<file path="src/rtl/digit_display_scan_pkg.sv">
`default_nettype none
// ============================================================================
//  Module   : digit_display_scan_pkg
//  Purpose  : Shared constants for the HH:MM:SS digit scanner: segment
//             patterns, glyph table, scan state encoding and the positions
//             of the decimal-point separators.
//  Revision : 1.0  initial release
// ============================================================================
package digit_display_scan_pkg;

    // Number of physical digits on the display.
    localparam int NUM_DIGITS = 6;

    // Full 8-bit active-low segment words, dp in bit 7.
    localparam logic [7:0] SEG_BLANK = 8'hFF;
    localparam logic [7:0] SEG_DASH  = 8'hBF;

    // 7-bit active-low glyphs (g..a). Entries 10..15 are a dash (segment g only).
    localparam logic [6:0] GLYPH_DASH = 7'h3F;
    localparam logic [15:0][6:0] GLYPH_TABLE = {
        GLYPH_DASH, GLYPH_DASH, GLYPH_DASH, GLYPH_DASH, GLYPH_DASH, GLYPH_DASH,
        7'h10,  // 9
        7'h00,  // 8
        7'h78,  // 7
        7'h02,  // 6
        7'h12,  // 5
        7'h19,  // 4
        7'h30,  // 3
        7'h24,  // 2
        7'h79,  // 1
        7'h40   // 0
    };

    // Separator positions: dp on digit 2 (after minutes) and digit 4 (after hours).
    localparam logic [2:0] DP_POS_MIN  = 3'd2;
    localparam logic [2:0] DP_POS_HOUR = 3'd4;

    // Last active digit index for each display mode.
    localparam logic [2:0] LAST_IDX_6 = 3'd5;
    localparam logic [2:0] LAST_IDX_4 = 3'd3;

    // Scan sequencer states.
    typedef enum logic [1:0] {
        ST_OFF  = 2'd0,
        ST_SHOW = 2'd1,
        ST_GAP  = 2'd2
    } scan_state_t;

    // Bank of six BCD-ish digits; entry 0 = S0, entry 5 = H1.
    typedef logic [NUM_DIGITS-1:0][3:0] digit_bank_t;

    // Glyph lookup for one 4-bit value.
    function automatic logic [6:0] glyph_lookup(input logic [3:0] value);
        return GLYPH_TABLE[value];
    endfunction

endpackage
`default_nettype wire

</file>
<file path="src/rtl/digit_display_scan_seg7_decode.sv">
`default_nettype none
// ============================================================================
//  Module   : seg7_decode
//  Purpose  : Combinational 4-bit value to active-low 7-segment (g..a)
//             decoder; values above 9 render as a dash.
//  Revision : 1.0  initial release
// ============================================================================
module seg7_decode
    import digit_display_scan_pkg::*;
(
    input  logic [3:0] value_i,
    output logic [6:0] seg_o
);

    // Table lookup; the table itself carries the dash entries for 10..15.
    always_comb begin
        seg_o = glyph_lookup(value_i);
    end

endmodule
`default_nettype wire

</file>
<file path="src/rtl/digit_display_scan.sv">
`default_nettype none
// ============================================================================
//  Module   : digit_display_scan
//  Purpose  : Time-multiplexed driver for a six-digit common-anode 7-segment
//             display. Snapshots the HH:MM:SS digits at every frame start,
//             lights one digit at a time for DWELL cycles with a one-cycle
//             blank gap between digits, and marks the digit under the edit
//             cursor. Supports 6-digit and 4-digit frames.
//  Options  : CURSOR_BLINK_EN - when defined the cursor digit blinks with a
//             period of 2*BLINK_HALF frames; otherwise its dp is forced on.
//  Revision : 1.0  initial release
// ============================================================================
module digit_display_scan
    import digit_display_scan_pkg::*;
#(
    parameter int DWELL      = 2,
    parameter int BLINK_HALF = 32
)(
    input  logic       key_clk,
    input  logic       reset,
    input  logic       en,
    input  logic       mode,
    input  logic [3:0] H1,
    input  logic [3:0] H0,
    input  logic [3:0] M1,
    input  logic [3:0] M0,
    input  logic [3:0] S1,
    input  logic [3:0] S0,
    input  logic [2:0] cursor,
    output logic [5:0] an,
    output logic [7:0] seg,
    output logic       frame_done
);

    localparam int                 DWELL_W    = (DWELL > 1) ? $clog2(DWELL) : 1;
    localparam logic [DWELL_W-1:0] DWELL_LAST = DWELL_W'(DWELL - 1);

    // Reject nonsensical timing at elaboration.
    if (DWELL < 1 || BLINK_HALF < 1) begin : g_param_check
        $error("digit_display_scan: DWELL and BLINK_HALF must be at least 1");
    end

    scan_state_t        state_q, state_d;
    logic [2:0]         idx_q, idx_d;
    logic [DWELL_W-1:0] dwell_q, dwell_d;
    logic               six_q, six_d;
    digit_bank_t        shadow_q, shadow_d;
    logic [2:0]         cursor_q, cursor_d;

    logic [5:0]         an_d;
    logic [7:0]         seg_d;
    logic               frame_done_d;

    logic               w_frame_start;
    logic               w_frame_end;
    logic [2:0]         w_last_idx;
    logic [2:0]         w_last_idx_next;
    logic [3:0]         w_digit;
    logic [6:0]         w_glyph;
    logic               w_dp;
    logic               w_cursor_hit;

    // Sequencer: OFF -> SHOW(0) -> GAP -> SHOW(1) ... wrapping after digit N-1.
    always_comb begin
        state_d       = state_q;
        idx_d         = idx_q;
        dwell_d       = dwell_q;
        w_frame_start = 1'b0;
        w_frame_end   = 1'b0;
        w_last_idx    = six_q ? LAST_IDX_6 : LAST_IDX_4;
        if (!en) begin
            state_d = ST_OFF;
            idx_d   = 3'd0;
            dwell_d = '0;
        end else begin
            case (state_q)
                ST_OFF: begin
                    state_d       = ST_SHOW;
                    idx_d         = 3'd0;
                    dwell_d       = '0;
                    w_frame_start = 1'b1;
                end
                ST_SHOW: begin
                    if (dwell_q == DWELL_LAST) begin
                        state_d     = ST_GAP;
                        dwell_d     = '0;
                        w_frame_end = (idx_q == w_last_idx);
                    end else begin
                        dwell_d = dwell_q + 1'b1;
                    end
                end
                ST_GAP: begin
                    state_d = ST_SHOW;
                    dwell_d = '0;
                    if (idx_q == w_last_idx) begin
                        idx_d         = 3'd0;
                        w_frame_start = 1'b1;
                    end else begin
                        idx_d = idx_q + 3'd1;
                    end
                end
                default: begin
                    state_d = ST_OFF;
                    idx_d   = 3'd0;
                    dwell_d = '0;
                end
            endcase
        end
    end

    // Frame-start snapshot: digits, cursor and digit count are frozen for the frame.
    always_comb begin
        shadow_d        = shadow_q;
        cursor_d        = cursor_q;
        six_d           = six_q;
        if (w_frame_start) begin
            shadow_d = {H1, H0, M1, M0, S1, S0};
            cursor_d = cursor;
            six_d    = mode;
        end
        w_last_idx_next = six_d ? LAST_IDX_6 : LAST_IDX_4;
    end

    // Select the digit that will be lit after this edge.
    always_comb begin
        case (idx_d)
            3'd0:    w_digit = shadow_d[0];
            3'd1:    w_digit = shadow_d[1];
            3'd2:    w_digit = shadow_d[2];
            3'd3:    w_digit = shadow_d[3];
            3'd4:    w_digit = shadow_d[4];
            3'd5:    w_digit = shadow_d[5];
            default: w_digit = 4'd0;
        endcase
    end

    seg7_decode u_decode (
        .value_i (w_digit),
        .seg_o   (w_glyph)
    );

`ifdef CURSOR_BLINK_EN
    localparam int                 BLINK_W    = (BLINK_HALF > 1) ? $clog2(BLINK_HALF) : 1;
    localparam logic [BLINK_W-1:0] BLINK_LAST = BLINK_W'(BLINK_HALF - 1);

    logic [BLINK_W-1:0] blink_cnt_q, blink_cnt_d;
    logic               blink_vis_q, blink_vis_d;

    // Count completed frames and flip the cursor phase every BLINK_HALF of them.
    always_comb begin
        blink_cnt_d = blink_cnt_q;
        blink_vis_d = blink_vis_q;
        if (w_frame_end) begin
            if (blink_cnt_q == BLINK_LAST) begin
                blink_cnt_d = '0;
                blink_vis_d = ~blink_vis_q;
            end else begin
                blink_cnt_d = blink_cnt_q + 1'b1;
            end
        end
    end

    // Blink phase registers; the phase starts visible.
    always_ff @(posedge key_clk or negedge reset) begin
        if (!reset) begin
            blink_cnt_q <= '0;
            blink_vis_q <= 1'b1;
        end else begin
            blink_cnt_q <= blink_cnt_d;
            blink_vis_q <= blink_vis_d;
        end
    end
`endif

    // Pin values for the next cycle, computed from the next state so the pins
    // change on the same edge as the sequencer.
    always_comb begin
        an_d         = 6'h3F;
        seg_d        = SEG_BLANK;
        frame_done_d = w_frame_end;
        w_dp         = (idx_d == DP_POS_MIN) || (six_d && (idx_d == DP_POS_HOUR));
        w_cursor_hit = (cursor_d <= w_last_idx_next) && (cursor_d == idx_d);
        if (state_d == ST_SHOW) begin
            an_d  = ~(6'b000001 << idx_d);
            seg_d = {~w_dp, w_glyph};
`ifdef CURSOR_BLINK_EN
            if (w_cursor_hit && !blink_vis_q) begin
                an_d  = 6'h3F;
                seg_d = SEG_BLANK;
            end
`else
            if (w_cursor_hit) begin
                seg_d[7] = 1'b0;
            end
`endif
        end
    end

    // Sequencer state, frame snapshot and registered display pins.
    always_ff @(posedge key_clk or negedge reset) begin
        if (!reset) begin
            state_q    <= ST_OFF;
            idx_q      <= 3'd0;
            dwell_q    <= '0;
            six_q      <= 1'b0;
            shadow_q   <= '0;
            cursor_q   <= 3'd0;
            an         <= 6'h3F;
            seg        <= SEG_BLANK;
            frame_done <= 1'b0;
        end else begin
            state_q    <= state_d;
            idx_q      <= idx_d;
            dwell_q    <= dwell_d;
            six_q      <= six_d;
            shadow_q   <= shadow_d;
            cursor_q   <= cursor_d;
            an         <= an_d;
            seg        <= seg_d;
            frame_done <= frame_done_d;
        end
    end

endmodule
`default_nettype wire

</file>
<file path="config.mk">
export PLATFORM = sky130hd
export DESIGN_NAME = digit_display_scan
export DESIGN_NICKNAME = d
export VERILOG_FILES = /design/src/rtl/digit_display_scan_pkg.sv /design/src/rtl/digit_display_scan_seg7_decode.sv /design/src/rtl/digit_display_scan.sv
export SDC_FILE = /design/constraint.sdc
export NUM_CORES = 1
export LEC_CHECK = 0
export CAP_MARGIN = 20
export CORE_MARGIN = 2
export CORE_UTILIZATION = 51
export DETAILED_ROUTE_END_ITERATION = 16
export PLACE_DENSITY = 0.78
export SLEW_MARGIN = 20
export SYNTH_ARGS = -nofsm -noshare
export SYNTH_HDL_FRONTEND = slang
export SYNTH_HIERARCHICAL = 1
export SYNTH_SLANG_ARGS = --single-unit
</file>
<file path="constraint.sdc">
create_clock -name key_clk -period 5.3 [get_ports key_clk]
set_input_delay 1.06 -clock key_clk [delete_from_list [all_inputs] [get_ports key_clk]]
set_output_delay 1.06 -clock key_clk [all_outputs]
set_load 0.02 [all_outputs]
</file>
==> results of run 1 <==
flip-flops by register name, indices dropped and copies added (netlist names):
| register | cells |
|---|---|
| six_q | 1 |
| shadow_q | 24 |
| cursor_q | 3 |
| idx_q | 3 |
| seg | 8 |
| an | 6 |
| state_q | 2 |
| frame_done | 1 |
| dwell_q | 1 |
kinds of logic (layout without fill, tap and decap cells):
family	Yosys count	in the layout	synth area share
AND/OR/NAND/NOR	69	69	0.1703
flip-flops	49	49	0.4980
multiplexers	30	30	0.1348
AO/OA/AOI/OAI	27	27	0.09469
buffers and inverters	16	64	0.03657
adder cells (fa/ha/maj)	11	11	0.05511
XOR/XNOR	3	3	0.01052
layer usage:
metal,vias up,routed length (um),track usage
met4,0,46,0.04444
li1,826,-,-
met3,6,195,0.05014
met2,34,2137,0.3065
met1,784,2308,0.2657
met5,-,0,0
placed cells by master, fill, tap and decap left out, types with 2 or more instances in the layout:
master and instances:
a21oi_1 4, a222oi_1 4, and3b_1 3, buf_4 2, bufinv_16 2, clkbuf_8 5, clkdlybuf4s50_1 44, dfrtp_1 35
dfstp_2 14, ha_1 11, inv_1 10, mux2_1 2, mux2_2 24, mux2i_1 3, nand2_1 12, nand2b_1 14
nand3_1 8, nand4b_1 4, nor2_1 8, nor2_2 2, nor2b_1 6, nor3b_1 2, nor4_2 2, o211ai_1 2
o21a_1 2, o21ai_0 4, xnor2_1 2
critical path, stage by stage:
cell and delay [ns]:
clkdlybuf4s50_1 0.56, o21a_1 0.20, o31ai_4 0.20, mux2_1 0.40, a222oi_1 0.34, nand4b_1 0.34, inv_1 0.21, ha_1 0.26
and3b_1 0.17, a21oi_1 0.11, nand2b_1 0.11
how the worst max path moves through the flow:
stage               start     end  slack [ns]  cells after the start
floorplan              en  seg[3]        2.19                     11
global placement       en  seg[3]        1.34                     11
detailed placement     en  seg[3]        1.26                     11
CTS                    en  seg[3]        1.56                     11
global route           en  seg[3]        1.27                     11
finish                 en  seg[3]        1.56                     11
area by class of cell:
cell class | instances | area (um^2)
multi-input combinational | 140 | 1162
timing repair buffer | 46 | 455.4
clock inverter | 3 | 65.06
sequential | 49 | 1244
tap | 67 | 83.83
clock buffer | 5 | 68.82
inverter | 10 | 37.54
fill | 364 | 1607
where the power goes:
| group | switching (W) | total [W] | internal (W) |
|---|---|---|---|
| Combinational | 0.000153 | 0.000313 | 0.000160 |
| Clock | 0.000124 | 0.000311 | 0.000187 |
| Sequential | 0.0000207 | 0.000477 | 0.000456 |
| Total | 0.000298 | 0.00110 | 0.000804 |
through the flow:
stage	area (um^2)	util	hold WS [ns]	power (W)	cells
final	3117	0.6599	0.4724	0.001101	320
after global routing	3117	0.6599	0.4992	0.001168	320
after CTS	3114	0.6593	0.4724	0.001108	320
after detailed placement	2980	0.6310	0.4606	0.0007984	312
after global placement	2980	0.6310	0.4597	0.0007907	312
after floorplan	2497	-	0.4375	0.0007090	205
==> results.cfg, run 1 <==
[clock_tree]
cts_max_path_buffers = 2
clkTransAtPathRegs_ns = 0.09
htreeDepth = 2
cts_tree = built
cts_setup_buffers = 0
cts.sinks = 49
clock_latency_ns = 0.30
ctsHoldBuffers = 0
cts_resized = 0
cts_inserted_buffers = 5
cts_root_buffer = clkbuf_8

[timing]
max_freq_ghz = 0.2674
worst_pin_slew_ns = 0.7767
maxSlewViolCount = 0
slew_headroom = 0.4822
hold_viol_final = 0
finalSetupViolations = 0
setup_tns_ns = 0
period_minus_slack_ns = 3.740
rsz0062_at_grt = no
min_period_over_period = 0.7056
worst_slack_ns = 1.560
fin_skew_ns = 0.006215

[floorplanning]
initial_utilization = 0.5287
dieHeight_um = 73.98
pin_count = 46
rows = 25
dieArea_um2 = 5472
coreArea_um2 = 4723
fp.dieW_um = 73.98

[synth]
ys_ff_latch = 49
synthArstFlopShare = 1.000
netlist_instances = 205
yosysWarnings = 6
yosysMostFrequentCell = dfrtp_1
ys.flop_type = dfrtp_1
yosys.area.top_type = dfrtp_1
synth_edf_count = 0
yosysSeqAreaShare = 0.4980
synth_nets = 247
synthTopCellsByArea = dfrtp_1 35%, dfstp_2 15%, mux2_2 11%
synth_top_area_share = 0.3507
postSynthAreaPerCell_um2 = 12.18
syn-cell-area_um2 = 2497
synthDistinctLibCells = 47
synth_common_cells = 35 x dfrtp_1, 24 x mux2_2, 14 x dfstp_2, 14 x nand2b_1, 12 x nand2_1

[routing]
num_vias = 1650
drtIter0Drc = 94
drtAntennaViolNets = 0
drc = 0
routed_wl_um = 4688
firstDrtPassIters = 4
vias_per_cell = 5.156
wl_per_cell_um = 14.65

[placed_design]
gp_congestion = 0.7508
place_ws_ns = 1.256
port-buffer-count = 45
hpwl_um = 3366

[setup_path]
crit_fanout = 16
r2r_start = state_q[0]
end_kind = register
rrSetupSlack_ns = 1.80
r2r_end = seg[3]
worstPathRequired_ns = 5.54
arrival_ns = 3.98
start_kind = primary input
crit_type = primary input to register
reg2reg_depth = 11

[global_route]
grt_pass1_vias = 1700
grt.total_usage = 0.1921
grt_overflow = 0
grt_pass1_wl_um = 8004
antenna_found_initial = 0
grt_max_degree = 50

[cells_and_area]
fin_nets = 294
layout-drive-gt1-share = 0.2332
syn_to_final_growth_pct = 24.80
antenna_cells = 0

[power]
ir_worst_vdd_mv = 0.1610
powerDensity_nw_per_um2 = 353.3
p_leak_nw = 1.295

[worst_hold_path]
worstHoldEndpoint = dwell_q
hold_depth = 1
min_path_type = register to register
min_from = dwell_q

[flow_run]
maxCapViolCount = 0

[outcome]
status = finished, final reports clean
Power figures use the tool's default switching activity.
==> run 2: changes to the inputs <==
--- a/config.mk
+++ b/config.mk
@@ -7,9 +7,9 @@
 export LEC_CHECK = 0
 export CAP_MARGIN = 20
 export CORE_MARGIN = 2
-export CORE_UTILIZATION = 51
+export CORE_UTILIZATION = 47
 export DETAILED_ROUTE_END_ITERATION = 16
-export PLACE_DENSITY = 0.78
+export PLACE_DENSITY = 0.76
 export SLEW_MARGIN = 20
 export SYNTH_ARGS = -nofsm -noshare
 export SYNTH_HDL_FRONTEND = slang
==> constraint.sdc (replaced) <==
create_clock -name key_clk -period 3.2 [get_ports key_clk]
set_input_delay 0.64 -clock key_clk [delete_from_list [all_inputs] [get_ports key_clk]]
set_output_delay 0.64 -clock key_clk [all_outputs]
set_load 0.02 [all_outputs]
==> run 2 against run 1 <==
Clock-buffer cell count is the same. Critical endpoint is now seg[2]. Highest routed layer unchanged. Critical path type is now register to register. Cell area grew 13%. Clock power grew 22%. Cell count grew 14%.
==> results.cfg, run 2 (same netlist as run 1, synthesis figures left out) <==
[setup_path]
end_kind = register
critPathBufInv = 3
r2r_start = idx_q[0]
crit_type = register to register
cp_cell_sequence = buf_6 -> ha_4 -> xnor2_4 -> o41a_1 -> a31o_1 -> a222oi_1 -> buf_4 -> nand4b_1 -> inv_2 -> ha_1 -> nor3b_1 -> a21o_1 -> nand2b_1
crit_family = compound AO/OA/AOI/OAI gates
start_kind = register
cp-startpoint = idx_q[0]
crit_cells = 13
r2r_end = seg[2]
endpoint = seg[2]
arrival_ns = 3.38
rrSetupSlack_ns = 0.09
crit_fanout = 4
cpPeakStageDelay_ns = 0.41
worstPathRequired_ns = 3.46
reg2reg_depth = 13
slowest_stage = dfrtp_1

[clock_tree]
cts_root_buffer = clkbuf_8
htreeDepth = 2
cts_inserted_buffers = 5
ctsHoldBuffers = 0
cts_tree = built
cts.sinks = 49
clkTransAtPathRegs_ns = 0.10
cts_max_path_buffers = 2
clock_latency_ns = 0.31

[worst_hold_path]
min_path_type = primary input to asynchronous set/reset pin

[routing]
num_vias = 1917
drtIter0Drc = 166
vias_per_cell = 5.238
drc = 0
wl_per_cell_um = 15.85
routed_wl_um = 5800
drtAntennaViolNets = 0
firstDrtPassIters = 4

[timing]
finalSetupViolations = 0
rsz0062_at_grt = yes
fin_skew_ns = 0.005771
min_period_over_period = 0.9732
slew_headroom = 0.5974
period_minus_slack_ns = 3.114
worst_slack_ns = 0.08581
max_freq_ghz = 0.3211
maxSlewViolCount = 0
hold_viol_final = 0
worst_pin_slew_ns = 0.6039
setup_tns_ns = 0

[floorplanning]
coreArea_um2 = 5107
pin_count = 46
dieHeight_um = 76.90
initial_utilization = 0.4890
fp.dieW_um = 76.90
rows = 26
dieArea_um2 = 5913

[placed_design]
dpl_cell_area_um2 = 3254
port-buffer-count = 45
place_ws_ns = -0.1529
hpwl_um = 4032
gp_congestion = 0.7833

[cells_and_area]
largest_reg_flops = 24
fin_nets = 337
final_common_cell = clkdlybuf4s50_1
utilization = 0.6874
largestRegisters = shadow_q (24), seg (8), an (6)
syn_to_final_growth_pct = 40.58
final_cell_mix = 44 x clkdlybuf4s50_1, 43 x buf_4, 34 x dfrtp_1
layout-drive-gt1-share = 0.3784
stdcell_area_um2 = 3511
regMostFlops = shadow_q
antenna_cells = 0

[global_route]
grt.total_usage = 0.2029
antenna_found_initial = 0
grt_overflow = 0
grt_pass1_vias = 1964
grt_max_degree = 50
grt_pass1_wl_um = 9425

[power]
p_leak_nw = 1.481
ir_worst_vdd_mv = 0.2909
power_w = 0.001802
powerDensity_nw_per_um2 = 513.2

[outcome]
status = finished, final reports clean

[flow_run]
maxCapViolCount = 0
-- run 2: cell count changes in the layout (fill, tap and decap cells not counted), moves of 2 or more --
cell       change
ha_1           -4
buf_4         +41
inv_2          +2
inv_1          -2
nor4_2         -2
ha_4           +3
bufinv_16      -2
nor4_4         +2
-- run 2: worst reg2reg max path: cells and delay by family (launching register included) --
| family | cells | cell delay [ns] |
|---|---|---|
| AO/OA/AOI/OAI | 4 | 1.18 |
| flip-flops | 1 | 0.41 |
| XOR/XNOR | 1 | 0.13 |
| buffers and inverters | 3 | 0.47 |
| adder cells (fa/ha/maj) | 2 | 0.37 |
| AND/OR/NAND/NOR | 3 | 0.52 |
-- run 2: power by group --
part	switching, W	internal [W]	total, W	leakage [nW]
combinational	0.000293	0.000340	0.000633	0.867
sequential	0.0000341	0.000755	0.000789	0.569
clock	0.000224	0.000155	0.000380	0.0445
-- run 2: worst min-delay path by stage --
| stage | slack, ns | to | cells after the start | startpoint |
|---|---|---|---|---|
| after CTS | 0.48 | dwell_q | 1 | dwell_q |
| after global routing | 0.37 | shadow_q[21] | 1 | reset |
| after global placement | 0.46 | dwell_q | 1 | dwell_q |
| after floorplan | 0.34 | cursor_q[0] | 0 | reset |
| after detailed placement | 0.47 | dwell_q | 1 | dwell_q |
| final | 0.33 | shadow_q[13] | 1 | reset |
-- run 2: timing repair --
item / CTS / global route
pin swaps: 1 / 7
resized for setup: 0 / 17
setup endpoints to repair: 1 / 7
hold endpoints to repair: 0 / 0
buffers inserted: 0 / 7
-- run 2: routing by layer --
layer	vias to the layer above	part of all wire	global-route usage
li1	906	-	-
met1	950	0.44	0.2655
met2	51	0.50	0.3298
met3	10	0.036	0.04588
met4	0	0.021	0.07455
met5	-	0	0
-- run 2: final cells by class --
type | count | area, um^2
Fill cell | 401 | 1597
Inverter | 10 | 37.54
Clock buffer | 5 | 68.82
Tap cell | 70 | 87.58
Multi-Input combinational cell | 140 | 1256
Sequential cell | 49 | 1245
Timing Repair Buffer | 89 | 794.5
Clock inverter | 3 | 21.27
-- run 2: stage by stage --
step,hold WS (ns),std cells
after floorplan,0.3444,205
after global placement,0.4619,351
after detailed placement,0.4713,351
after CTS,0.4844,359
after global routing,0.3738,366
final,0.3259,366
==> run 3: changes to the inputs <==
--- a/config.mk
+++ b/config.mk
@@ -7,9 +7,10 @@
 export LEC_CHECK = 0
 export CAP_MARGIN = 20
 export CORE_MARGIN = 2
-export CORE_UTILIZATION = 47
+export CORE_UTILIZATION = 49
+export CTS_BUF_LIST = sky130_fd_sc_hd__clkbuf_4 sky130_fd_sc_hd__clkbuf_8
 export DETAILED_ROUTE_END_ITERATION = 16
-export PLACE_DENSITY = 0.76
+export PLACE_DENSITY = 0.79
 export SLEW_MARGIN = 20
 export SYNTH_ARGS = -nofsm -noshare
 export SYNTH_HDL_FRONTEND = slang
==> run 3 against run 2 <==
Global-route usage shrank 0.69 points. Combinational power shrank 5.4%. Worst hold slack better by 0.019 ns. Core utilization barely moved. Critical path type is now primary input to register.
==> results.cfg, run 3 (same netlist as run 1, synthesis figures left out) <==
[outcome]
status = finished, final reports clean

[flow_run]
maxCapViolCount = 0

[timing]
max_freq_ghz = 0.3243
worst_pin_slew_ns = 0.6101
period_minus_slack_ns = 3.084
worst_slack_ns = 0.1162
finalSetupViolations = 0
min_period_over_period = 0.9637
slew_headroom = 0.5933
rsz0062_at_grt = no
maxSlewViolCount = 0
hold_viol_final = 0
fin_skew_ns = 0.005545

[placed_design]
gp_congestion = 0.8083
hpwl_um = 3768
port-buffer-count = 45
place_ws_ns = -0.1150
dpl_cell_area_um2 = 3161

[clock_tree]
clock_latency_ns = 0.30
cts_max_path_buffers = 2
cts_tree = built
cts.sinks = 49
htreeDepth = 2
cts_root_buffer = clkbuf_8
cts_inserted_buffers = 5
clkTransAtPathRegs_ns = 0.09

[cells_and_area]
largestRegisters = shadow_q (24), seg (8), an (6)
syn_to_final_growth_pct = 32.51
fin_nets = 322
utilization = 0.6870
final_common_cell = clkdlybuf4s50_1
final_cell_mix = 44 x clkdlybuf4s50_1, 35 x dfrtp_1, 28 x buf_4
largest_reg_flops = 24
antenna_cells = 0
stdcell_area_um2 = 3309
layout-drive-gt1-share = 0.3167
regMostFlops = shadow_q

[power]
ir_worst_vdd_mv = 0.2999
powerDensity_nw_per_um2 = 532.4
p_leak_nw = 1.406

[floorplanning]
initial_utilization = 0.5184
rows = 25
fp.dieW_um = 75.39
coreArea_um2 = 4817
pin_count = 46
dieHeight_um = 75.39
dieArea_um2 = 5684

[setup_path]
arrival_ns = 3.33
end_kind = register
r2r_start = state_q[1]
worstPathRequired_ns = 3.45
r2r_end = seg[4]
rrSetupSlack_ns = 0.13
start_kind = primary input
crit_type = primary input to register
reg2reg_depth = 13
crit_fanout = 8

[routing]
wl_per_cell_um = 15.39
num_vias = 1817
drc = 0
drtIter0Drc = 102
vias_per_cell = 5.221
drtAntennaViolNets = 0
routed_wl_um = 5354
firstDrtPassIters = 4

[global_route]
grt_max_degree = 50
grt_pass1_vias = 1838
grt_overflow = 0
grt_pass1_wl_um = 8625
antenna_found_initial = 0
grt.total_usage = 0.1960

[worst_hold_path]
min_path_type = primary input to asynchronous set/reset pin
==> run 3: cell types whose count changed in the layout (fill, tap and decap cells not counted), sizes merged <==
cell / change
buf: -15
clkinv: -1
clkinvlp: +1
==> run 3: cell type report <==
type / count / area, um^2
Timing Repair Buffer: 74 / 673.1
Multi-Input combinational cell: 140 / 1176
Clock buffer: 5 / 68.82
Fill cell: 384 / 1508
Inverter: 10 / 37.54
Sequential cell: 49 / 1244
Clock inverter: 3 / 26.28
Tap cell: 67 / 83.83
==> run 3: what timing repair did <==
action | in CTS | in global routing
gates resized for setup | 0 | 5
endpoints found under the setup margin | 0 | 6
setup buffers | 0 | 4
hold buffers | 0 | 0
==> run 3: power by group <==
group          switching, W  total [W]  internal, W
Clock              0.000216   0.000376     0.000159
Combinational      0.000285   0.000599     0.000313
Sequential        0.0000328   0.000788     0.000755
Total              0.000534    0.00176      0.00123
==> run 3: routing by layer <==
metal	part of all wire	global-route usage	wire length, um	up-vias
met5	0	0	0	-
met1	0.46	0.2781	2472	906
met4	0.0086	0.04873	46	0
met3	0.035	0.03042	187	5
met2	0.49	0.3179	2648	31
li1	-	-	-	875
==> run 3: how the worst max path moves through the flow <==
stage	from	to	cells past startpoint
after floorplan	state_q[0]	seg[3]	12
after global placement	en	seg[3]	11
after detailed placement	en	seg[3]	11
after CTS	state_q[0]	seg[3]	12
after global routing	state_q[1]	seg[5]	13
final	en	seg[4]	12
==> run 3: per-stage QoR <==
| step | setup TNS [ns] | hold slack, ns | std cells | total power [W] |
|---|---|---|---|---|
| 6_report | 0 | 0.3454 | 348 | 0.001762 |
| 3_5_place_dp | -0.4681 | 0.4674 | 336 | 0.001368 |
| 3_3_place_gp | -0.2767 | 0.4622 | 336 | 0.001345 |
| 2_1_floorplan | 0 | 0.3444 | 205 | 0.001174 |
| 5_1_grt | 0 | 0.3981 | 348 | 0.001862 |
| 4_1_cts | 0 | 0.4800 | 344 | 0.001756 |
==> run 3: worst max-delay path, stage by stage <==
cell	delay (ns)
clkdlybuf4s50_1	0.47
o21a_1	0.16
o31ai_4	0.09
buf_6	0.15
mux2_1	0.34
a222oi_1	0.36
nand4b_1	0.27
buf_4	0.22
ha_1	0.18
and3b_1	0.18
a31oi_1	0.14
nand2b_1	0.12
